[src/rtl/pixel_writer.sv]
`timescale 1ns/1ps
`default_nettype none
// ----------------------------------------------------------------------------
// pixel_writer: FIFO-buffered pixel/clear Avalon-MM write master into SDRAM. Rev 1.0
// ----------------------------------------------------------------------------
module pixel_writer #(
  parameter int H_RES      = 640,
  parameter int V_RES      = 480,
  parameter int FIFO_DEPTH = 8
) (
  input  logic        clk,
  input  logic        reset,
  input  logic [25:0] frame_buffer_ptr,
  input  logic        pix_valid,
  output logic        pix_ready,
  input  logic [9:0]  pix_x,
  input  logic [8:0]  pix_y,
  input  logic [23:0] pix_color,
  input  logic        clear_start,
  input  logic [23:0] clear_color,
  output logic        busy,
  output logic        clear_done,
  output logic        pix_dropped,
  output logic [25:0] master_address,
  output logic        master_write,
  output logic [31:0] master_writedata,
  input  logic        master_waitrequest
);

  localparam int              c_aw        = $clog2(FIFO_DEPTH);
  localparam int              c_words_m1  = H_RES * V_RES - 1;
  localparam logic [c_aw:0]   c_depth     = FIFO_DEPTH[c_aw:0];
  localparam logic [18:0]     c_last_word = c_words_m1[18:0];
  localparam logic [10:0]     c_h_lim     = H_RES[10:0];
  localparam logic [9:0]      c_v_lim     = V_RES[9:0];

  typedef enum logic [1:0] {
    S_IDLE  = 2'd0,
    S_WRITE = 2'd1,
    S_CLEAR = 2'd2
  } state_t;

  state_t          r_state;
  logic [42:0]     r_mem [FIFO_DEPTH];
  logic [c_aw-1:0] r_wr_ptr;
  logic [c_aw-1:0] r_rd_ptr;
  logic [c_aw:0]   r_count;
  logic            r_clear_pending;
  logic [23:0]     r_clear_color;
  logic [18:0]     r_clear_idx;
  logic            r_master_write;
  logic [25:0]     r_master_address;
  logic [31:0]     r_master_writedata;
  logic            r_clear_done;
  logic            r_pix_dropped;

  logic            w_fifo_empty;
  logic            w_fifo_full;
  logic            w_in_range;
  logic            w_accept;
  logic            w_push;
  logic            w_pop;
  logic [42:0]     w_head;
  logic [9:0]      w_head_x;
  logic [8:0]      w_head_y;
  logic [23:0]     w_head_color;
  logic [25:0]     w_row;
  logic [25:0]     w_pix_addr;

  assign w_fifo_empty = (r_count == '0);
  assign w_fifo_full  = (r_count == c_depth);
  assign w_in_range   = ({1'b0, pix_x} < c_h_lim) && ({1'b0, pix_y} < c_v_lim);
  assign pix_ready    = !reset && !w_fifo_full && !r_clear_pending && (r_state != S_CLEAR);
  assign w_accept     = pix_valid && pix_ready;
  assign w_push       = w_accept && w_in_range;
  assign w_pop        = !w_fifo_empty &&
                        ((r_state == S_IDLE) || ((r_state == S_WRITE) && !master_waitrequest));

  assign w_head       = r_mem[r_rd_ptr];
  assign w_head_x     = w_head[42:33];
  assign w_head_y     = w_head[32:24];
  assign w_head_color = w_head[23:0];

  generate
    if (H_RES == 640) begin : g_row_shift
      assign w_row = ({17'd0, w_head_y} << 9) + ({17'd0, w_head_y} << 7);
    end else begin : g_row_mul
      assign w_row = 26'(w_head_y) * 26'(H_RES);
    end
  endgenerate

  assign w_pix_addr = frame_buffer_ptr + ((w_row + {16'd0, w_head_x}) << 2);

  // Storage needs no reset: the count/pointers alone define which entries are live.
  always_ff @(posedge clk) begin
    if (w_push) begin
      r_mem[r_wr_ptr] <= {pix_x, pix_y, pix_color};
    end
  end

  always_ff @(posedge clk or posedge reset) begin
    if (reset) begin
      r_wr_ptr <= '0;
      r_rd_ptr <= '0;
      r_count  <= '0;
    end else begin
      if (w_push) r_wr_ptr <= r_wr_ptr + 1'b1;
      if (w_pop)  r_rd_ptr <= r_rd_ptr + 1'b1;
      case ({w_push, w_pop})
        2'b10:   r_count <= r_count + 1'b1;
        2'b01:   r_count <= r_count - 1'b1;
        default: r_count <= r_count;
      endcase
    end
  end

  always_ff @(posedge clk or posedge reset) begin
    if (reset) begin
      r_state            <= S_IDLE;
      r_clear_pending    <= 1'b0;
      r_clear_color      <= '0;
      r_clear_idx        <= '0;
      r_master_write     <= 1'b0;
      r_master_address   <= '0;
      r_master_writedata <= '0;
      r_clear_done       <= 1'b0;
      r_pix_dropped      <= 1'b0;
    end else begin
      r_pix_dropped <= w_accept && !w_in_range;
      r_clear_done  <= 1'b0;
      if (clear_start && !r_clear_pending && (r_state != S_CLEAR)) begin
        r_clear_pending <= 1'b1;
        r_clear_color   <= clear_color;
      end
      case (r_state)
        S_IDLE: begin
          // Queued pixels take priority so they land before any pending clear.
          if (w_pop) begin
            r_master_address   <= w_pix_addr;
            r_master_writedata <= {8'h00, w_head_color};
            r_master_write     <= 1'b1;
            r_state            <= S_WRITE;
          end else if (r_clear_pending) begin
            r_master_address   <= frame_buffer_ptr;
            r_master_writedata <= {8'h00, r_clear_color};
            r_master_write     <= 1'b1;
            r_clear_idx        <= '0;
            r_state            <= S_CLEAR;
          end
        end
        S_WRITE: begin
          if (!master_waitrequest) begin
            if (w_pop) begin
              r_master_address   <= w_pix_addr;
              r_master_writedata <= {8'h00, w_head_color};
            end else begin
              r_master_write <= 1'b0;
              r_state        <= S_IDLE;
            end
          end
        end
        S_CLEAR: begin
          if (!master_waitrequest) begin
            if (r_clear_idx == c_last_word) begin
              r_master_write  <= 1'b0;
              r_clear_done    <= 1'b1;
              r_clear_pending <= 1'b0;
              r_state         <= S_IDLE;
            end else begin
              r_clear_idx      <= r_clear_idx + 1'b1;
              r_master_address <= r_master_address + 26'd4;
            end
          end
        end
        default: r_state <= S_IDLE;
      endcase
    end
  end

  assign master_write     = r_master_write;
  assign master_address   = r_master_address;
  assign master_writedata = r_master_writedata;
  assign clear_done       = r_clear_done;
  assign pix_dropped      = r_pix_dropped;
  assign busy             = (r_state != S_IDLE) || !w_fifo_empty || r_clear_pending;

endmodule
`default_nettype wire
[config.mk]
export PLATFORM = sky130hd
export DESIGN_NAME = pixel_writer
export DESIGN_NICKNAME = d
export VERILOG_FILES = /design/src/rtl/pixel_writer.sv
export SDC_FILE = /design/constraint.sdc
export NUM_CORES = 1
export LEC_CHECK = 0
export CAP_MARGIN = 20
export CORE_ASPECT_RATIO = 0.6
export CORE_MARGIN = 1
export CORE_UTILIZATION = 55
export CTS_BUF_LIST = sky130_fd_sc_hd__clkbuf_16
export CTS_CLUSTER_SIZE = 28
export DETAILED_ROUTE_END_ITERATION = 8
export GPL_ROUTABILITY_DRIVEN = 1
export PLACE_DENSITY = 0.81
export SLEW_MARGIN = 25
export SYNTH_ARGS = -nofsm -noshare
export SYNTH_HDL_FRONTEND = slang
export SYNTH_SLANG_ARGS = --single-unit
[constraint.sdc]
create_clock -name clk -period 7.8 [get_ports clk]
set_input_delay 1.56 -clock clk [delete_from_list [all_inputs] [get_ports clk]]
set_output_delay 1.56 -clock clk [all_outputs]
set_load 0.1 [all_outputs]
==> results of run 1 <==
==> routing by layer <==
layer / track usage (%) / share of wire [%] / vias up
li1: - / - / 5414
met1: 37.45 / 43 / 6191
met2: 39.06 / 46 / 595
met3: 5.429 / 8.8 / 91
met4: 8.858 / 2.8 / 2
met5: 0 / 0.036 / -
==> cell families (layout without fill, tap and decap cells) <==
family / count (synthesis) / in the layout / synth area share (%)
other: 1 / 10 / 0.01856
xor gates and xnor gates: 64 / 64 / 2.774
buffers and inverters: 89 / 270 / 1.845
DFF: 453 / 453 / 64.61
adders and majority gates: 52 / 52 / 3.368
muxes: 182 / 182 / 14.75
and+or+nand+nor: 286 / 286 / 6.507
AOI/OAI and AO/OA: 200 / 200 / 6.129
==> registers in the layout, summed over array words and instances, names as in the netlist, 2 cells and up <==
signal and flops:
r_wr_ptr 3, master_writedata 24, r_mem 344, r_state 2
master_address 26, r_count 4, r_clear_color 24, r_clear_idx 19
r_rd_ptr 3
==> area by class of cell <==
cell class,count,share of cell area (%)
diodes,2,0.02120
clock buffers,42,4.452
clock inverters,34,1.097
inverters,23,0.3763
multi-input cells,792,29.18
flip-flops and latches,453,55.35
well taps,467,2.475
repair buffers,171,7.049
==> critical path, delay by kind of cell, from the launching register on <==
kind | cells | cell delay, ps
flops | 1 | 800
buf+inv | 2 | 1270
xor+xnor | 1 | 160
fa+ha+maj | 2 | 670
mux | 2 | 900
simple gates | 1 | 140
compound gates | 6 | 1760
==> worst paths after layout <==
path	cells after the start	slack (ps)	from	to
setup / recovery	14	1990	r_rd_ptr[0]	master_address[20]
hold / removal	2	510	master_address[1]	master_address[1]
setup reg to reg	14	1990	r_rd_ptr[0]	master_address[20]
hold reg to reg	2	510	master_address[1]	master_address[1]
max in group asynchronous	3	4910	reset	r_clear_color[21]
min in group asynchronous	2	1550	reset	master_address[21]
==> metrics by stage <==
stage | setup slack (ps) | std cells | hold WS (ps) | util (%) | instance area [sq um]
2_1_floorplan | 120.2 | 1334 | 473.2 | - | 20240
3_3_place_gp | 2089 | 1906 | 480.3 | 62.57 | 22280
3_5_place_dp | 2023 | 1906 | 488.8 | 62.57 | 22280
4_1_cts | 1967 | 1982 | 501.9 | 66.25 | 23590
5_1_grt | 1618 | 1983 | 523.6 | 66.28 | 23600
6_report | 1992 | 1984 | 507.1 | 66.29 | 23610
==> Yosys cell counts, types with 11 or more instances <==
| cell type | instances | area [sq um] |
|---|---|---|
| mux4_2 | 86 | 1937 |
| nand4_1 | 11 | 68.82 |
| inv_1 | 23 | 86.33 |
| a21oi_1 | 50 | 250.2 |
| nor3_1 | 15 | 75.07 |
| and3_1 | 14 | 87.58 |
| nand3_1 | 20 | 100.1 |
| nor2_1 | 58 | 217.7 |
| xor2_1 | 26 | 227.7 |
| xnor2_1 | 38 | 332.8 |
| ha_1 | 48 | 600.6 |
| mux2_2 | 66 | 743.2 |
| nand2_1 | 130 | 488.0 |
| edfxtp_1 | 344 | 10330 |
| o21ai_0 | 67 | 335.3 |
| mux2i_1 | 30 | 300.3 |
| dfrtp_1 | 109 | 2728 |
| clkbuf_1 | 41 | 153.9 |
==> run_results.csv, run 1 <==
group,metric,value,unit
clocking,clk_path_buf_depth,3,
sta,slew_headroom,26.64,%
global_route,grtUsageTotal,25.77,%
sta,clock.fmax,172.2,MHz
worst_setup_path,worstPathArrival,6270,ps
synth,ys_seq_area_share,64.61,%
die,coreArea,0.03561,sq mm
clocking,cts_sinks,453,
worst_setup_path,crit_required,8260,ps
sta,rsz0062_at_grt,"no",
sta,slew_violations,0,
global_route,grt_pass1_vias,12110,
status,status,"finished clean",
finish,seq_area,0.01307,sq mm
run,cap_violations,0,
routing,drt-total-wl,47310,microns
finish,syn2layout_area_growth,16.81,%
worst_setup_path,path_cells,"buf_4 -> buf_4 -> mux4_2 -> mux2_2 -> ha_1 -> fa_1 -> a211oi_1 -> o21bai_1 -> a211oi_1 -> a211oi_1 -> o211ai_1 -> nand3b_1 -> xor2_1 -> o21a_1",
synth,synth_seq_cells,453,
routing,post_drt_wl_per_cell,23.84,microns
worst_setup_path,end_kind,"flop",
place,io_buffers,152,
finish,final_cell_mix,"344 x edfxtp_1, 152 x clkdlybuf4s50_1, 130 x nand2_1",
place,dp_hpwl,28970,microns
finish,final_common_cell,"edfxtp_1",
routing,ant_nets,0,
place,finalWeightedCongestion,0.8500,
finish,nNetsFinal,1632,
clocking,clk_latency,560,ps
routing,drtIter0Drc,1214,
sta,fin_worst_skew,25.64,ps
global_route,grt_pass1_wl,72040,microns
finish,n_fill_cell,2350,
global_route,grt_max_degree,66,
sta,period_needed,5808,ps
clocking,cts_made_buffers,41,
finish,drive_gt1_share,16.96,%
routing,drc,0,
synth,avgSynthCellArea,15.23,sq um
die,dieWidth,249.5,microns
clocking,cts_resized,0,
worst_setup_path,start_kind,"flop",
synth,syn-instance-count,1327,
die,start_util,56.75,%
sta,period_share,74.46,%
synth,yosys_warnings,0,
die,io_pins,161,
sta,worst_slew_pin_slew,1097,ps
synth,ys.flop_type,"edfxtp_1",
synth,synth_cell_types,68,
synth,async_flop_share,24.06,%
synth,synth_area,0.02021,sq mm
worst_setup_path,path_common_cell,"a211oi_1",
clocking,postCtsSetupBuffers,0,
routing,vias,12290,
die,rows,53,
clocking,postCtsHoldBufs,0,
clocking,cts_tree,"yes",
clocking,clk_pin_slew,70,ps
clocking,cts-root-buf,"clkbuf_16",
hold_path,hp-class,"flop to flop",
sta,finalHoldViolations,0,
die,fp.dieArea,0.03754,sq mm
worst_setup_path,crit_path_max_incr_delay,800,ps
synth,synth_edf_count,344,
global_route,grt_overflow_total,0,
routing,viasPerCell,6.196,
routing,first_pass_iters,6,
sta,setup_viol,0,
worst_setup_path,crit_fanout,32,
worst_setup_path,path_class,"flop to flop",
global_route,antenna_found_initial,3,
die,die_h,150.5,microns
sta,final.setup.tns,0,ps
finish,multi_input_area,0.006888,sq mm
worst_setup_path,slowest_stage,"dfrtp_4",
clocking,h-tree-depth,2,
Power of run 1 is not shown: default switching activity piles up to over one toggle a cycle in this logic, so the estimate is an artifact.
==> run 2, diff against run 1 <==
--- a/config.mk
+++ b/config.mk
@@ -8,12 +8,12 @@
 export CAP_MARGIN = 20
 export CORE_ASPECT_RATIO = 0.6
 export CORE_MARGIN = 1
-export CORE_UTILIZATION = 55
+export CORE_UTILIZATION = 53
 export CTS_BUF_LIST = sky130_fd_sc_hd__clkbuf_16
 export CTS_CLUSTER_SIZE = 28
 export DETAILED_ROUTE_END_ITERATION = 8
 export GPL_ROUTABILITY_DRIVEN = 1
-export PLACE_DENSITY = 0.81
+export PLACE_DENSITY = 0.82
 export SLEW_MARGIN = 25
 export SYNTH_ARGS = -nofsm -noshare
 export SYNTH_HDL_FRONTEND = slang
==> constraint.sdc (replaced) <==
create_clock -name clk -period 5.1 [get_ports clk]
set_input_delay 1.02 -clock clk [delete_from_list [all_inputs] [get_ports clk]]
set_output_delay 1.02 -clock clk [all_outputs]
set_load 0.1 [all_outputs]
==> run 2 against run 1 <==
Sequential share of layout area decreased by 1.0 points. Design area up 1.9%. Global-route usage shrank 1.7 points. Clock skew fell by 14 ps. Critical endpoint is now master_address[25].
==> run_results.csv, run 2 (synthesis gave the netlist of run 1 again) <==
group,metric,value,unit
die,start_util,54.68,%
sta,slew_violations,0,
place,io_buffers,152,
worst_setup_path,start_kind,"flop",
place,dp_worst_setup_slack,29.59,ps
routing,viasPerCell,6.021,
clocking,h-tree-depth,2,
clocking,cts_made_buffers,41,
clocking,cts_tree,"yes",
sta,fin_worst_skew,12.11,ps
clocking,clk_path_buf_depth,3,
clocking,cts-root-buf,"clkbuf_16",
worst_setup_path,path_common_cell,"ha_1",
finish,post_layout_nonfiller_instances,2042,
status,status,"finished clean",
clocking,clk_pin_slew,70,ps
sta,clock.fmax,199.5,MHz
routing,vias,12290,
finish,largest_reg_flops,344,
global_route,antenna_found_initial,4,
worst_setup_path,path_class,"flop to flop",
sta,worst_slew_pin_slew,1020,ps
global_route,grt_overflow_total,0,
sta,final.setup.tns,0,ps
worst_setup_path,crit_path_max_incr_delay,540,ps
finish,seq_area,0.01307,sq mm
sta,period_needed,5012,ps
routing,post_drt_wl_per_cell,22.82,microns
worst_setup_path,slowest_stage,"dfrtp_4",
routing,drtIter0Drc,1152,
sta,worst_slack,88.16,ps
global_route,grt_pass1_vias,12280,
worst_setup_path,end_kind,"flop",
die,die_h,153.3,microns
die,dieWidth,254.1,microns
clocking,cts_sinks,453,
die,io_pins,161,
routing,drt-total-wl,46610,microns
finish,largest_register,"r_mem",
worst_setup_path,crit_required,5520,ps
finish,final_cell_mix,"344 x edfxtp_1, 151 x clkdlybuf4s50_1, 130 x nand2_1",
finish,drive_gt1_share,18.97,%
sta,slew_headroom,31.76,%
run,cap_violations,0,
sta,period_share,98.27,%
place,place_inst,1952,
finish,syn2layout_area_growth,19.06,%
finish,multi_input_area,0.006972,sq mm
finish,final_common_cell,"edfxtp_1",
worst_setup_path,path_cells,"buf_4 -> buf_4 -> mux4_2 -> mux2_2 -> ha_1 -> ha_1 -> fa_2 -> a21oi_1 -> nor2_1 -> nor2_2 -> o21bai_1 -> a21oi_2 -> o21bai_1 -> a21oi_2 -> xnor2_1 -> ha_1 -> and3_4 -> nand2_1 -> o21a_1 -> nor4_2 -> xnor2_1 -> a21oi_1",
worst_setup_path,worstPathArrival,5430,ps
die,fp.dieArea,0.03894,sq mm
global_route,grt_max_degree,50,
global_route,grtUsageTotal,24.08,%
sta,setup_viol,0,
sta,rsz0062_at_grt,"yes",
routing,ant_nets,0,
die,coreArea,0.03696,sq mm
clocking,clk_latency,550,ps
die,rows,54,
place,dp_hpwl,28790,microns
finish,nNetsFinal,1653,
place,finalWeightedCongestion,0.8840,
routing,first_pass_iters,5,
routing,drc,0,
sta,finalHoldViolations,0,
worst_setup_path,crit_fanout,6,
hold_path,hp-class,"flop to flop",
finish,n_fill_cell,2534,
global_route,grt_pass1_wl,71430,microns
==> run 2: cell types whose count changed in the layout (fill, tap and decap cells not counted), moves of 3 or more <==
cell / previous run / this run
a21oi_1: 50 / 46
a21oi_2: 1 / 5
buf_12: 0 / 10
buf_4: 19 / 29
bufinv_16: 3 / 6
clkinv_2: 6 / 3
inv_6: 0 / 3
o21ai_1: 0 / 3
==> run 2: through the flow <==
stage | hold WS, ps | util (%) | area [sq um]
final | 506.6 | 65.10 | 24060
after global routing | 513.8 | 65.10 | 24060
after global placement | 489.2 | 60.92 | 22510
after detailed placement | 495.8 | 60.92 | 22510
after CTS | 508.9 | 64.68 | 23910
after floorplan | 473.2 | - | 20290
==> run 2: final cells by class <==
cell class / count / share of cell area, %
clock inverter: 33 / 1.310
tap: 504 / 2.621
timing repair buffer: 192 / 8.112
inverter: 23 / 0.3692
antenna: 4 / 0.04160
multi-input combinational: 792 / 28.98
sequential: 453 / 54.31
clock buffer: 41 / 4.264
==> run 2: layer usage <==
metal | global-route usage [%] | routed length [microns] | vias up
met5 | 0 | 0 | -
met4 | 5.995 | 1107 | 0
met3 | 5.518 | 3770 | 95
met2 | 37.56 | 21940 | 489
met1 | 34.46 | 19790 | 6253
li1 | - | - | 5457
==> run 2: critical path: cells and delay by family (launching register included) <==
| family | cells | cell delay (ps) |
|---|---|---|
| fa+ha+maj | 4 | 1240 |
| flops | 1 | 540 |
| compound gates | 7 | 1060 |
| simple gates | 5 | 820 |
| buf+inv | 2 | 280 |
| xor+xnor | 2 | 260 |
| mux | 2 | 700 |
==> run 2: path summary, 6_finish.rpt <==
kind | from | to | slack (ps) | cells past startpoint
max | r_rd_ptr[0] | master_address[25] | 90 | 22
min | master_writedata[6] | master_writedata[6] | 510 | 1
max reg2reg | r_rd_ptr[0] | master_address[25] | 90 | 22
min reg2reg | master_writedata[6] | master_writedata[6] | 510 | 1
max in group asynchronous | reset | master_writedata[17] | 3200 | 3
min in group asynchronous | reset | r_state[1] | 990 | 2
==> run 2: what timing repair did <==
action                                 CTS  global route
endpoints found under the hold margin    0             0
setup endpoints to repair                2             8
setup buffers                            5             6
hold buffers                             0             0
gates resized for setup                  0            21
pin swaps                                0             3
Power of run 2 is left out for the same reason.
==> run 3, diff against run 2 <==
--- a/config.mk
+++ b/config.mk
@@ -5,11 +5,13 @@
 export SDC_FILE = /design/constraint.sdc
 export NUM_CORES = 1
 export LEC_CHECK = 0
-export CAP_MARGIN = 20
+export ABC_AREA = 1
+export CAP_MARGIN = 10
 export CORE_ASPECT_RATIO = 0.6
 export CORE_MARGIN = 1
-export CORE_UTILIZATION = 53
+export CORE_UTILIZATION = 54
 export CTS_BUF_LIST = sky130_fd_sc_hd__clkbuf_16
+export CTS_CLUSTER_DIAMETER = 80
 export CTS_CLUSTER_SIZE = 28
 export DETAILED_ROUTE_END_ITERATION = 8
 export GPL_ROUTABILITY_DRIVEN = 1
==> run 3 against run 2 <==
Die area rose by 7.9%. Via count is 44% higher. Clock skew rose by 35 ps. Worst hold slack got worse by 15 ps. Final cell count grew 47%. Core utilization shrank 3.1 points. First-iteration DRC count rose by 100%. Global-route usage increased by 4.0 points. Maximum frequency is 3.4% higher. Synthesized area is 10% higher. Wire length increased by 28%. Critical endpoint is now master_address[22]. Highest routed layer is now met5.
==> run_results.csv, run 3 <==
group,metric,value,unit
worst_setup_path,path_class,"flop to flop",
die,coreArea,0.04051,sq mm
synth,synth_xor_area_share,1.221,%
clocking,clk_latency,590,ps
routing,post_drt_wl_per_cell,19.84,microns
worst_setup_path,end_kind,"flop",
sta,finalHoldViolations,0,
synth,synth_top_area_cell,"edfxtp_1",
die,die_h,159.2,microns
die,fp.dieArea,0.04202,sq mm
die,io_pins,161,
routing,first_pass_iters,9,
global_route,grt_pass1_vias,16590,
clocking,postCtsHoldBufs,0,
clocking,clk_path_buf_depth,3,
synth,synth_cell_types,62,
clocking,cts_made_buffers,20,
clocking,cts_sinks,453,
place,dp_hpwl,39680,microns
clocking,cts-root-buf,"clkbuf_16",
worst_setup_path,crit_path_max_incr_delay,560,ps
hold_path,hp-class,"flop to flop",
finish,drive_gt1_share,5.630,%
sta,setup_viol,0,
finish,syn2layout_area_growth,13.03,%
worst_setup_path,crit_fanout,22,
place,io_buffers,152,
routing,viasPerCell,5.881,
synth,avgSynthCellArea,9.514,sq um
place,finalWeightedCongestion,0.9934,
worst_setup_path,worstReg2RegStart,"r_rd_ptr[0]",
synth,synth_top_family_by_area,"simple AND/OR/NAND/NOR gates",
place,placed_cell_area,0.02443,sq mm
routing,wl_met3,6561,microns
finish,final_area,0.02513,sq mm
run,cap_violations,0,
die,start_util,54.89,%
worst_setup_path,rrSetupSlack,250,ps
sta,slew_violations,0,
synth,async_flop_share,24.06,%
synth,syn-instance-count,2337,
synth,synth.top_cell.area_share,46.46,%
synth,synth_edf_count,344,
synth,yosys_warnings,0,
die,rows,57,
worst_setup_path,endpoint,"master_address[22]",
routing,drt-total-wl,59590,microns
global_route,grtUsageTotal,28.13,%
worst_setup_path,rr_worst_depth,30,
clocking,cts_tree,"yes",
sta,fin_worst_skew,47.01,ps
synth,synth_compound_area_share,10.28,%
synth,synth_seq_cells,453,
worst_setup_path,cp_num_cells,30,
worst_setup_path,path_common_cell,"nand2_1",
routing,met1_length,25120,microns
die,dieWidth,264.0,microns
sta,clock.fmax,206.3,MHz
finish,largest_register,"r_mem",
worst_setup_path,start_kind,"flop",
routing,maxUsedRoutingLayer,"met5",
sta,rsz0062_at_grt,"yes",
global_route,grt_max_degree,79,
routing,wl_met2,26200,microns
status,status,"finished clean",
finish,nNetsFinal,2608,
sta,worst_slew_pin_slew,1040,ps
global_route,grt_overflow_total,0,
sta,period_share,95.07,%
worst_setup_path,path_buf_inv,6,
synth,ys.flop_type,"edfxtp_1",
routing,vias,17670,
worst_setup_path,crit_family,"simple AND/OR/NAND/NOR gates",
clocking,clk_pin_slew,110,ps
synth,yosysMostFrequentCell,"nand2_1",
worst_setup_path,crit_required,5590,ps
worst_setup_path,worstPathArrival,5340,ps
worst_setup_path,slowest_stage,"dfrtp_4",
clocking,h-tree-depth,1,
routing,ant_nets,0,
synth,synth.area.top_cells,"edfxtp_1 46%, dfrtp_1 12%, nand2_1 8.7%, nand3_1 4.7%, inv_1 4.0%",
finish,final_cell_mix,"514 x nand2_1, 344 x edfxtp_1, 244 x inv_1",
synth,synthMuxAreaShare,0,%
sta,period_needed,4848,ps
synth,synthSimpleGateAreaFrac,19.94,%
worst_setup_path,crit_start,"r_rd_ptr[0]",
finish,largest_reg_flops,344,
synth,synth_area,0.02224,sq mm
finish,final_common_cell,"nand2_1",
global_route,antenna_found_initial,4,
worst_setup_path,r2r_end,"master_address[22]",
routing,drc,0,
synth,synth_fa_ha_area_share,3.061,%
routing,drtIter0Drc,2332,
global_route,grt_pass1_wl,92540,microns
sta,slew_headroom,30.42,%
synth,synthTopCellsByCount,"516 x nand2_1, 344 x edfxtp_1, 237 x inv_1",
synth,ys_seq_area_share,58.72,%
## run 3: worst min path at each step
stage | start | to | slack [ps] | cells past startpoint
floorplan | r_clear_color[0] | r_clear_color[0] | 450 | 2
global placement | r_clear_color[5] | r_clear_color[5] | 460 | 2
detailed placement | r_clear_color[5] | r_clear_color[5] | 470 | 2
CTS | r_clear_color[5] | r_clear_color[5] | 490 | 2
global route | r_clear_color[5] | r_clear_color[5] | 510 | 2
finish | r_clear_color[7] | r_clear_color[7] | 490 | 2
## run 3: final cells by class
cell class | count | area [sq um]
repair buffers | 203 | 2011
clock buffers | 20 | 500.5
multi-input cells | 1529 | 7835
diodes | 4 | 10.01
flip-flops and latches | 453 | 13060
inverters | 251 | 957.2
fillers | 3215 | 15380
well taps | 531 | 664.4
clock inverters | 13 | 91.34
## run 3: per-stage QoR
| step | setup TNS, ps | setup WS, ps | hold slack, ps | util (%) | cells |
|---|---|---|---|---|---|
| detailed placement | 0 | 63.75 | 466.0 | 60.30 | 2961 |
| CTS | 0 | 4.603 | 492.4 | 61.76 | 2994 |
| global route | -394.6 | -72.79 | 511.1 | 62.03 | 3003 |
| global placement | 0 | 319.7 | 462.8 | 60.30 | 2961 |
| floorplan | -4476 | -42.50 | 449.4 | - | 2344 |
| finish | 0 | 251.6 | 491.3 | 62.04 | 3004 |
## run 3: timing repair
item                       4_1_cts  5_1_grt
buffers inserted                 0        6
setup endpoints to repair        0       10
gates resized for setup          0       19
## run 3: worst reg2reg max path: cells and delay by family, from the launching register on
family | cells | cell delay (ps)
xor gates and xnor gates | 1 | 150
AOI/OAI and AO/OA | 6 | 860
and+or+nand+nor | 14 | 1370
DFF | 1 | 560
adders and majority gates | 3 | 1320
buffers and inverters | 6 | 530
## run 3: logic make-up (layout without fill, tap and decap cells)
group | after synthesis | in the layout
fa+ha+maj | 52 | 52
compound gates | 412 | 412
simple gates | 1026 | 1026
flops | 453 | 453
buf+inv | 362 | 487
xor+xnor | 31 | 31
other cells | 1 | 12
## run 3: per-layer routing
| layer | vias to the layer above | global-route usage (%) |
|---|---|---|
| met5 | - | 0 |
| met4 | 2 | 8.060 |
| met3 | 124 | 5.923 |
| met2 | 1013 | 42.27 |
| met1 | 8358 | 41.40 |
| li1 | 8171 | - |
Power of run 3 is left out for the same reason.
